[src/rtl/core_3do_pkg.sv]
// Shared Wishbone burst encodings and the memory-responder state set for core_3do.
// The CTI/BTE codes follow Wishbone B4 cycle-type and burst-type identifiers.
package core_3do_pkg;

  localparam logic [2:0] CTI_CLASSIC = 3'b000;
  localparam logic [2:0] CTI_INCR    = 3'b010;
  localparam logic [2:0] CTI_EOB     = 3'b111;

  localparam logic [1:0] BTE_LINEAR  = 2'b00;
  localparam logic [1:0] BTE_WRAP4   = 2'b01;
  localparam logic [1:0] BTE_WRAP8   = 2'b10;
  localparam logic [1:0] BTE_WRAP16  = 2'b11;

  typedef enum logic [2:0] {
    ST_IDLE,
    ST_REQ,
    ST_ACK,
    ST_ERR,
    ST_DRAIN
  } state_t;

endpackage

[src/rtl/wb_burst_addr.sv]
// Next word address for a Wishbone burst: linear increments all of addr, wrap modes
// increment only the low log2(beats) bits of the word index. Purely combinational.
module wb_burst_addr
  import core_3do_pkg::*;
(
  input  logic [29:0] addr,
  input  logic [1:0]  bte,
  output logic [29:0] next_addr
);

  always_comb begin
    next_addr = addr + 30'd1;
    case (bte)
      BTE_WRAP4:  next_addr = {addr[29:2], addr[1:0] + 2'd1};
      BTE_WRAP8:  next_addr = {addr[29:3], addr[2:0] + 3'd1};
      BTE_WRAP16: next_addr = {addr[29:4], addr[3:0] + 4'd1};
      default:    next_addr = addr + 30'd1;
    endcase
  end

endmodule

[src/rtl/wb_mem_responder.sv]
// Wishbone B4 responder mapping CPU cycles in one address region onto a req/ready memory port.
// Ack two cycles after the stb sample at zero wait; mem_ready stalls extend REQ up to TIMEOUT.
module wb_mem_responder
  import core_3do_pkg::*;
#(
  parameter logic [31:0] ADDR_BASE = 32'h0000_0000,
  parameter logic [31:0] ADDR_MASK = 32'hFFE0_0000,
  parameter int          TIMEOUT   = 255
) (
  input  logic        sys_clk,
  input  logic        reset_n,
  input  logic        i_wb_cyc,
  input  logic        i_wb_stb,
  input  logic        i_wb_we,
  input  logic [31:0] i_wb_adr,
  input  logic [31:0] i_wb_dat,
  input  logic [3:0]  i_wb_sel,
  input  logic [2:0]  i_wb_cti,
  input  logic [1:0]  i_wb_bte,
  output logic        o_wb_ack,
  output logic        o_wb_err,
  output logic [31:0] o_wb_dat,
  output logic [31:0] mem_addr,
  output logic [31:0] mem_wdata,
  output logic [3:0]  mem_be,
  output logic        mem_rd,
  output logic        mem_wr,
  input  logic [31:0] mem_rdata,
  input  logic        mem_ready,
  output logic        o_busy
);

  localparam logic [9:0] TMO = 10'(TIMEOUT);

  state_t      state;
  logic [29:0] waddr;
  logic [31:0] dat;
  logic [3:0]  sel;
  logic [2:0]  cti;
  logic [1:0]  bte;
  logic        we;
  logic        wr_req;
  logic        relatch;
  logic        aborted;
  logic [9:0]  cnt;

  logic [29:0] next_waddr;
  logic [3:0]  cur_sel;
  logic [31:0] cur_dat;
  logic        hit;
  logic        skip;
  logic        gone;

  wb_burst_addr u_burst_addr (
    .addr      (waddr),
    .bte       (bte),
    .next_addr (next_waddr)
  );

  // On the first REQ cycle of a continued beat the master has already advanced
  // dat/sel, so the memory side sees the bus directly until they are latched.
  assign cur_sel   = relatch ? i_wb_sel : sel;
  assign cur_dat   = relatch ? i_wb_dat : dat;
  assign hit       = (i_wb_adr & ADDR_MASK) == ADDR_BASE;
  assign skip      = we && (cur_sel == 4'd0);
  assign gone      = aborted || !i_wb_cyc;

  assign mem_addr  = {waddr, 2'b00};
  assign mem_be    = cur_sel;
  assign mem_wdata = cur_dat;
  assign mem_wr    = wr_req && (cur_sel != 4'd0);
  assign o_busy    = (state != ST_IDLE);

  always_ff @(posedge sys_clk or negedge reset_n) begin
    if (!reset_n) begin
      state    <= ST_IDLE;
      waddr    <= '0;
      dat      <= '0;
      sel      <= '0;
      cti      <= '0;
      bte      <= '0;
      we       <= 1'b0;
      wr_req   <= 1'b0;
      mem_rd   <= 1'b0;
      relatch  <= 1'b0;
      aborted  <= 1'b0;
      cnt      <= '0;
      o_wb_ack <= 1'b0;
      o_wb_err <= 1'b0;
      o_wb_dat <= '0;
    end else begin
      o_wb_ack <= 1'b0;
      o_wb_err <= 1'b0;
      case (state)
        ST_IDLE: begin
          aborted <= 1'b0;
          if (i_wb_cyc && i_wb_stb) begin
            if (hit) begin
              waddr  <= i_wb_adr[31:2];
              dat    <= i_wb_dat;
              sel    <= i_wb_sel;
              cti    <= i_wb_cti;
              bte    <= i_wb_bte;
              we     <= i_wb_we;
              cnt    <= '0;
              mem_rd <= !i_wb_we;
              wr_req <= i_wb_we;
              state  <= ST_REQ;
            end else begin
              o_wb_err <= 1'b1;
              state    <= ST_ERR;
            end
          end
        end
        ST_REQ: begin
          if (relatch) begin
            dat     <= i_wb_dat;
            sel     <= i_wb_sel;
            cti     <= i_wb_cti;
            relatch <= 1'b0;
          end
          if (!i_wb_cyc) aborted <= 1'b1;
          // Ready is checked before the timeout so a late ready still completes.
          if (mem_ready || skip) begin
            mem_rd <= 1'b0;
            wr_req <= 1'b0;
            if (gone) begin
              state <= ST_DRAIN;
            end else begin
              o_wb_ack <= 1'b1;
              if (!we) o_wb_dat <= mem_rdata;
              state <= ST_ACK;
            end
          end else if (cnt == TMO) begin
            mem_rd <= 1'b0;
            wr_req <= 1'b0;
            if (gone) begin
              state <= ST_DRAIN;
            end else begin
              o_wb_err <= 1'b1;
              state    <= ST_ERR;
            end
          end else begin
            cnt <= cnt + 10'd1;
          end
        end
        ST_ACK: begin
          if (cti == CTI_INCR && i_wb_cyc && i_wb_stb) begin
            waddr   <= next_waddr;
            relatch <= 1'b1;
            aborted <= 1'b0;
            cnt     <= '0;
            mem_rd  <= !we;
            wr_req  <= we;
            state   <= ST_REQ;
          end else begin
            state <= ST_IDLE;
          end
        end
        ST_ERR:   state <= ST_IDLE;
        ST_DRAIN: state <= ST_IDLE;
        default:  state <= ST_IDLE;
      endcase
    end
  end

endmodule

[config.mk]
export PLATFORM = sky130hd
export DESIGN_NAME = wb_mem_responder
export DESIGN_NICKNAME = d
export VERILOG_FILES = /design/src/rtl/core_3do_pkg.sv /design/src/rtl/wb_burst_addr.sv /design/src/rtl/wb_mem_responder.sv
export SDC_FILE = /design/constraint.sdc
export NUM_CORES = 1
export LEC_CHECK = 0
export BUFFER_PORTS_ARGS = -buffer_cell sky130_fd_sc_hd__buf_2
export CAP_MARGIN = 15
export CORE_MARGIN = 2
export CORE_UTILIZATION = 46
export CTS_CLUSTER_DIAMETER = 200
export DETAILED_ROUTE_END_ITERATION = 10
export HOLD_SLACK_MARGIN = 0.08
export PLACE_DENSITY = 0.77
export SLEW_MARGIN = 20
export SYNTH_ARGS = -nofsm -noshare
export SYNTH_HDL_FRONTEND = slang
export SYNTH_SLANG_ARGS = --single-unit
[constraint.sdc]
create_clock -name sys_clk -period 2.25 [get_ports sys_clk]
set_input_delay 0 -clock sys_clk [delete_from_list [all_inputs] [get_ports sys_clk]]
set_output_delay 0 -clock sys_clk [all_outputs]
set_load 0.02 [all_outputs]
==> out/summary.json <==
{
  "globalRouteTotalUtil_pct": 26.60,
  "max_cap_violations": 0,
  "setup_total_negative_slack_ns": 0,
  "via_per_inst": 5.549,
  "clock_insertion_delay_worst_skew_ns": 0.41,
  "placement.io_buffers": 211,
  "mean_instance_size_in_the_synthesized_netlist_um2": 10.99,
  "cts_num_sinks": 123,
  "multi_input_comb_area_um2": 3003,
  "synth_area_um2": 6262,
  "cts.root.buffer_cell": "clkbuf_16",
  "outcome": "finished clean",
  "remaining_drcs": 0,
  "max-vdd-ir-drop_v": 0.0007254,
  "synth.ff_latch_count": 123,
  "grt_antenna_before_repair": 0,
  "n_antenna_cell": 0,
  "drt_first_pass_iters": 5,
  "finalSetupViolCount": 0,
  "finalCriticalPeriod_ns": 2.148,
  "hold_path.class": "in2reg",
  "dpl_wire_length_um": 12030,
  "synth_cell_type_count": 60,
  "rows": 42,
  "syn-instance-count": 570,
  "grt_pass1_vias": 6219,
  "power.switching_fraction_pct": 39.92,
  "timing.final.crit_share_pct": 95.48,
  "postLayoutCellArea_um2": 9286,
  "critPathKind": "reg2reg",
  "hold_viol_final": 0,
  "drt-initial-drc-count": 492,
  "worst-path-max-fanout": 6,
  "grt_max_degree": 57,
  "placedCellCount": 951,
  "finClkSkew_ns": 0.01023,
  "worst_setup_end_kind": "register",
  "synth_edf_count": 0,
  "floorplan.die_area_um2": 14560,
  "power.share.combinational_pct": 47.6,
  "cts-buffers-inserted": 17,
  "die_w_um": 120.7,
  "fill_cell_total_of_the_finished_layout": 934,
  "first_pass_grt_wire_length_um": 30650,
  "path_clk_slew_ns": 0.05,
  "seq_area_um2": 3078,
  "power.density_cell_area_nw_per_um2": 1397,
  "place_area_um2": 7631,
  "yosysSeqAreaShare_pct": 49.15,
  "effective_utilization_at_floorplan_pct": 47.29,
  "layout-drive-gt1-share_pct": 42.78,
  "cp_data_required_time_ns": 2.51,
  "cp.arrival_ns": 2.41,
  "routedWlPerCell_um": 17.74,
  "cp-start-kind": "register",
  "clkPwrFrac_pct": 22.3,
  "share_of_total_power_in_sequential_cells_pct": 30.1,
  "core_region_area_um2": 13240,
  "p_leak_nw": 4.259,
  "timing.slew.headroom_pct": 57.41,
  "place.gp.congestion": 0.8762,
  "num_io_pins": 216,
  "synthesis.yosys.warnings": 0,
  "area_delta_synth_final_pct": 48.29,
  "async_reset_ff_share_pct": 100.0,
  "grt_overflow_total": 0,
  "finalWirelength_um": 19210,
  "internal_power_w": 0.007793,
  "timing.fmax_ghz": 0.4655,
  "ys_dominant_reg_cell": "dfrtp_1",
  "design.final.nets": 1007,
  "tritoncts": "yes",
  "worstMarginPinSlew_ns": 0.6389,
  "power_switching_w": 0.005178,
  "cts_max_path_buffers": 2,
  "cts-htree-levels": 4,
  "dieHeight_um": 120.7,
  "postRouteAntennaNets": 0,
  "report.final.slew_viol_count": 0,
  "detailroute.via_count": 6010,
  "stdcell_count": 1083
}
stage by stage:
stage / total power [W] / setup slack [ns] / util, % / hold WS (ns)
2_1_floorplan: 0.007880 / 0.1292 / - / -0.2956
3_3_place_gp: 0.009551 / 0.1388 / 57.62 / 0.04793
3_5_place_dp: 0.009824 / 0.08129 / 57.62 / 0.06241
4_1_cts: 0.01290 / 0.01850 / 69.98 / 0.1007
5_1_grt: 0.01371 / -0.002819 / 70.12 / 0.1295
6_report: 0.01297 / 0.1017 / 70.12 / 0.1206
state kept, by name (all words and copies together), names as in the netlist:
signal / cells
dat: 32
relatch: 1
bte: 2
we: 1
sel: 4
aborted: 1
o_wb_dat: 32
o_wb_err: 1
wr_req: 1
cnt: 10
state: 3
o_wb_ack: 1
cti: 3
mem_rd: 1
waddr: 30
path summary, 6_finish.rpt:
kind | from | end | slack [ns] | cells past startpoint
max | cti[0] | cnt[5] | 0.10 | 5
min | i_wb_adr[31] | o_wb_err | 0.12 | 5
max reg2reg | cti[0] | cnt[5] | 0.10 | 5
min reg2reg | dat[30] | dat[30] | 0.49 | 1
max in group asynchronous | reset_n | o_wb_dat[13] | 1.37 | 3
min in group asynchronous | reset_n | dat[23] | 0.16 | 2
logic make-up after synthesis:
group | share of synthesized area (%)
AOI/OAI and AO/OA | 13.85
adders and majority gates | 0.3995
buffers and inverters | 3.356
DFF | 49.15
muxes | 20.46
other | 0.05988
and+or+nand+nor | 12.73
area by class of cell:
type,count,area share (%)
Clock buffer,27,5.740
Clock inverter,5,1.105
Inverter,10,0.4042
Multi-Input combinational cell,404,32.34
Sequential cell,123,33.14
Tap cell,176,2.371
Timing Repair Buffer,338,24.90
power by group through the flow:
stage	clock, W	combinational (W)	sequential [W]
finish	0.00289	0.00618	0.00390
global route	0.00305	0.00662	0.00404
CTS	0.00294	0.00609	0.00387
detailed placement	0	0.00592	0.00390
global placement	0	0.00574	0.00381
floorplan	0	0.00352	0.00436
synth_stat cells (2+ instances only):
cell,instances,area share (%)
and4_1,3,0.42
ha_1,2,0.40
a211o_1,2,0.28
clkbuf_1,17,1.0
a41oi_1,3,0.42
buf_2,8,0.64
nor3_1,8,0.64
nand3b_1,2,0.24
dfrtp_1,123,49
nand3_1,17,1.4
nor2b_1,4,0.40
nor4_1,9,0.90
nand2_1,35,2.1
o21ai_0,38,3.0
nor4_2,2,0.40
and2_1,7,0.70
o21a_1,4,0.48
nand4_1,10,1.0
a21oi_1,27,2.2
inv_1,9,0.54
a31oi_1,16,1.6
nor3b_1,2,0.24
and3_1,8,0.80
a22oi_1,3,0.36
a21o_1,4,0.48
mux2_1,10,1.8
a32oi_1,7,0.98
o211ai_2,2,0.40
mux2i_1,2,0.32
o31ai_1,2,0.24
a31o_2,2,0.28
o31a_1,2,0.28
o2bb2ai_1,2,0.28
o21bai_1,2,0.24
mux2_2,102,18
or3b_1,2,0.28
o41ai_1,2,0.28
o22ai_1,5,0.50
buf_4,5,0.60
nor2_1,36,2.2
buf_6,2,0.36
or2_2,3,0.30
or3_1,2,0.20
critical path, stage by stage, from the launching register on:
cell and delay, ns:
dfrtp_1 0.37, or3b_1 0.43, a211o_1 0.31, a211o_1 0.35, nor2_1 0.38, a31oi_1 0.16
what timing repair did:
action	4_1_cts	5_1_grt
hold buffers	100	0
hold endpoints to repair	148	0
setup endpoints to repair	0	45
resized for setup	0	4
buffers inserted	0	0
per-layer routing:
layer / track usage (%) / share of wire (%) / wire length [um]
met1: 30.84 / 39 / 7446
met2: 46.89 / 51 / 9810
met3: 7.217 / 7.1 / 1366
met4: 9.956 / 3.1 / 588
met5: 0 / 0 / 0
layout by cell type (no fill, tap or decap), drive strengths merged, types with 3 or more instances in the layout:
cell / n
buf: 238
dfrtp: 123
mux2: 112
dlygate4sd3: 100
o21ai: 39
nor2: 38
nand2: 35
a21oi: 27
clkbuf: 27
nand3: 17
a31oi: 16
nor4: 11
nand4: 10
inv: 10
and3: 8
nor3: 8
and2: 7
a32oi: 7
o22ai: 5
nor2b: 4
o21a: 4
a21o: 4
or2: 4
a41oi: 3
a22oi: 3
bufinv: 3
o211ai: 3
o41ai: 3
and4: 3
Power figures use the tool's default switching activity.
